**config.mk**
```make
export PLATFORM = sky130hd
export DESIGN_NAME = suma_c2
export DESIGN_NICKNAME = d
export VERILOG_FILES = /design/src/rtl/suma_c2.sv
export SDC_FILE = /design/constraint.sdc
export NUM_CORES = 1
export LEC_CHECK = 0
export ABC_AREA = 1
export BUFFER_PORTS_ARGS = -buffer_cell sky130_fd_sc_hd__buf_2
export CORE_MARGIN = 5
export CORE_UTILIZATION = 45
export DETAILED_ROUTE_END_ITERATION = 7
export PLACE_DENSITY = 0.86
export SETUP_SLACK_MARGIN = 0.3
export SYNTH_ARGS = -nofsm -noshare
export SYNTH_HDL_FRONTEND = slang
export SYNTH_SLANG_ARGS = --single-unit
```
**constraint.sdc**
```tcl
create_clock -name clk -period 8.8 [get_ports clk]
set_input_delay 0.44 -clock clk [delete_from_list [all_inputs] [get_ports clk]]
set_output_delay 0.44 -clock clk [all_outputs]
set_load 0.02 [all_outputs]
```
**src/rtl/suma_c2.sv**
```systemverilog
// Registered ANCHO-bit two's-complement adder built from 4-bit carry-lookahead
// groups with rippled group carries; exports carry-out and signed overflow.
module suma_c2 #(
    parameter int ANCHO = 64
) (
    input  logic             clk,
    input  logic             rst_n,
    input  logic [ANCHO-1:0] a,
    input  logic [ANCHO-1:0] b,
    input  logic             ci,
    output logic [ANCHO-1:0] s,
    output logic             coutfin,
    output logic             ovf
);

    localparam int NG = ANCHO / 4;

    logic [ANCHO-1:0] g_s;
    logic [ANCHO-1:0] p_s;
    logic [ANCHO:0]   c_s;
    logic [NG-1:0]    gg_s;
    logic [NG-1:0]    gp_s;
    logic [ANCHO-1:0] sum_s;
    logic             ovf_s;

    logic [ANCHO-1:0] s_r;
    logic             coutfin_r;
    logic             ovf_r;

    assign g_s    = a & b;
    assign p_s    = a ^ b;
    assign c_s[0] = ci;

    // Each group derives its internal carries from its own carry-in only;
    // the group carry-out then ripples into the next group.
    for (genvar k = 0; k < NG; k++) begin : g_cla
        localparam int B = 4 * k;

        assign c_s[B+1] = g_s[B] | (p_s[B] & c_s[B]);
        assign c_s[B+2] = g_s[B+1] | (p_s[B+1] & g_s[B])
                        | (p_s[B+1] & p_s[B] & c_s[B]);
        assign c_s[B+3] = g_s[B+2] | (p_s[B+2] & g_s[B+1])
                        | (p_s[B+2] & p_s[B+1] & g_s[B])
                        | (p_s[B+2] & p_s[B+1] & p_s[B] & c_s[B]);

        assign gg_s[k] = g_s[B+3] | (p_s[B+3] & g_s[B+2])
                       | (p_s[B+3] & p_s[B+2] & g_s[B+1])
                       | (p_s[B+3] & p_s[B+2] & p_s[B+1] & g_s[B]);
        assign gp_s[k] = p_s[B+3] & p_s[B+2] & p_s[B+1] & p_s[B];

        assign c_s[B+4] = gg_s[k] | (gp_s[k] & c_s[B]);
    end

    assign sum_s = p_s ^ c_s[ANCHO-1:0];
    assign ovf_s = c_s[ANCHO] ^ c_s[ANCHO-1];

    // Result register; reset clears everything regardless of operand values.
    always_ff @(posedge clk) begin
        if (!rst_n) begin
            s_r       <= {ANCHO{1'b0}};
            coutfin_r <= 1'b0;
            ovf_r     <= 1'b0;
        end else begin
            s_r       <= sum_s;
            coutfin_r <= c_s[ANCHO];
            ovf_r     <= ovf_s;
        end
    end

    assign s       = s_r;
    assign coutfin = coutfin_r;
    assign ovf     = ovf_r;

endmodule

```
==> flow_metrics.py <==
metrics = {
    "global_routing": {
        "grt_pass1_vias": 4178,
        "grt_overflow": 0,
        "grtUsageTotal": 0.186,
        "antenna_found_initial": 0,
        "grt_max_degree": 46,
        "grt_pass1_wl_um": 17500,
    },
    "sta": {
        "rsz0062_at_grt": "no",
        "fin_ws_ns": 5.29,
        "finalSetupTns_ns": 0,
        "timing.hold.ws_ns": 0.476,
        "maxSlewViolCount": 0,
        "slew_headroom": 0.436,
        "tightest_slew_ns": 0.846,
        "max_freq_ghz": 0.285,
        "hold_viol": 0,
        "fin_crit_ns": 3.51,
        "setup_viol": 0,
        "min_period_over_period": 0.398,
    },
    "routing": {
        "drc": 0,
        "wl_um": 11200,
        "drt_iter0_markers": 108,
        "via_count": 4121,
        "ant_nets": 0,
        "route.detailed.vias_per_inst": 4.78,
        "wl_per_cell_um": 13.0,
        "firstDrtPassIters": 4,
    },
    "status": {
        "status": "finished clean",
    },
    "synth": {
        "avgSynthCellArea_um2": 8.35,
        "synth_cell_types": 27,
        "synth-seq-cells": 66,
        "synth_area_mm2": 0.00440,
        "synthXorXnorAreaFrac": 0.0318,
        "yosysWarningCount": 0,
        "ys_seq_area_frac": 0.300,
        "synth_top_family_by_area": "adder cells",
        "yosys.area_share.simple": 0.222,
        "synth_area_leaders": "dfxtp_1 30%, ha_1 18%, fa_1 7.3%",
        "synth_top_area_share": 0.300,
        "synth_mux_area_frac": 0,
        "yosysTopAreaCell": "dfxtp_1",
        "synthAdderAreaFrac": 0.255,
        "synth_nets": 738,
        "synth_compound_area_frac": 0.119,
        "syn_inst": 527,
    },
    "power_and_ir_drop": {
        "p_total_uw": 918,
        "power_leakage_nw": 3.29,
        "clockPowerShare": 0.269,
        "power_frac_seq": 0.377,
        "vdd_drop_max_mv": 0.0832,
        "p_int_uw": 598,
        "power_switching_uw": 320,
        "power.density_mw_per_mm2": 161,
        "combPwrFrac": 0.354,
        "swShare": 0.348,
    },
    "placed_design": {
        "dp_slack_ns": 4.94,
        "post-place-cells": 850,
        "dp_hpwl_um": 9470,
        "gp_congestion": 0.851,
        "numPortBuffers": 196,
        "placedInstanceArea_mm2": 0.00552,
    },
    "cells_and_area": {
        "utilization": 0.591,
        "fillers": 883,
        "seq_area_mm2": 0.00132,
        "layout_commonest_cell": "buf_2",
        "drive_gt1_frac": 0.340,
        "diodes": 0,
        "layout.cells.non_filler": 863,
        "postLayoutCellArea_mm2": 0.00570,
        "area_growth_pct": 29.5,
        "final_cell_mix": "196 x buf_2, 73 x inv_1, 66 x nand2_1, 66 x dfxtp_1, 64 x ha_1",
        "multiInputGateArea_mm2": 0.00276,
        "nNetsFinal": 939,
    },
    "critical_path": {
        "critPathKind": "input pin to flip-flop",
        "cp-start-kind": "input pin",
        "critPathMaxStageDelay_ns": 0.38,
        "arrival_ns": 3.68,
        "worstSetupEndpoint": "s[61]$_SDFF_PN0_",
        "slowest_stage": "fa_1",
        "path_common_cell": "nand2_4",
        "worstPathRequired_ns": 8.98,
        "crit_start": "a[2]",
        "end_kind": "flip-flop",
        "crit_fanout": 6,
    },
    "run": {
        "drv_cap": 0,
    },
    "clock_tree": {
        "cts_root_buf": "clkbuf_8",
        "cts_buffers": 9,
        "cts.sinks": 66,
        "cts_tree": "done",
        "cts_resized": 0,
        "cts_buffer_depth": 2,
        "htree_levels": 3,
        "clk_pin_slew_ns": 0.07,
        "postCtsSetupBuffers": 0,
        "cts_hold_buf": 0,
    },
    "die": {
        "core-area_mm2": 0.00964,
        "std_cell_rows": 36,
        "fp.dieW_um": 109,
        "pin_count": 197,
        "die_area_mm2": 0.0119,
        "die_h_um": 109,
        "start_util": 0.457,
    },
    "worst_hold_path": {
        "hold_path_class": "input pin to flip-flop",
    },
}
==> how the worst min path moves through the flow <==
stage | startpoint | to | slack (ns) | cells past startpoint
final | b[58] | s[58]$_SDFF_PN0_ | 0.48 | 3
after global routing | b[58] | s[58]$_SDFF_PN0_ | 0.48 | 3
after CTS | b[58] | s[58]$_SDFF_PN0_ | 0.45 | 3
after detailed placement | b[56] | s[56]$_SDFF_PN0_ | 0.82 | 4
after global placement | b[58] | s[58]$_SDFF_PN0_ | 0.80 | 3
after floorplan | b[20] | s[20]$_SDFF_PN0_ | 0.68 | 3
==> power groups by stage <==
stage,Combinational [mW],Sequential [mW],Clock (mW)
2_1_floorplan,0.166,0.404,0
3_3_place_gp,0.317,0.352,0
3_5_place_dp,0.326,0.353,0
4_1_cts,0.328,0.347,0.256
5_1_grt,0.364,0.350,0.269
6_report,0.325,0.346,0.247
==> critical path, delay by kind of cell <==
| kind | cells | cell delay, ns |
|---|---|---|
| buffers and inverters | 2 | 0.17 |
| adder cells (fa/ha/maj) | 2 | 0.71 |
| AND/OR/NAND/NOR | 32 | 2.16 |
| XOR/XNOR | 1 | 0.17 |
==> metal layers <==
layer / global-route usage / up-vias / wire length [um]
met2: 0.342 / 148 / 5600
met3: 0.0527 / 29 / 949
met1: 0.191 / 1832 / 4290
met4: 0.0947 / 0 / 377
met5: 0 / - / 0
li1: - / 2112 / -
==> layout make-up <==
| type | instances | share of cell area |
|---|---|---|
| timing repair buffer | 197 | 0.173 |
| sequential | 66 | 0.232 |
| inverter | 75 | 0.0494 |
| tap | 133 | 0.0292 |
| clock buffer | 10 | 0.0241 |
| clock inverter | 3 | 0.00746 |
| multi-input combinational | 379 | 0.485 |
==> sequential cells by signal, summed over array words and instances (netlist names) <==
| name | count |
|---|---|
| coutfin | 1 |
| s | 64 |
| ovf | 1 |
==> cells in the mapped netlist (all sizes together) <==
cell type	instances
clkinv	2
xor2	1
a21oi	52
o21bai	9
ha	64
dfxtp	66
o211ai	1
o21ai	31
nor2	52
a21boi	1
nor3	14
inv	73
buf	2
fa	16
clkbuf	5
and3	1
o311a	1
xnor2	15
nand3	21
nand2	99
o211a	1
==> logic make-up (layout without fill, tap and decap cells) <==
family | count (synthesis) | count (layout)
compound gates | 96 | 96
xor+xnor | 16 | 16
fa+ha+maj | 80 | 80
buf+inv | 82 | 285
flops | 66 | 66
simple gates | 187 | 187
Power figures use the tool's default switching activity.
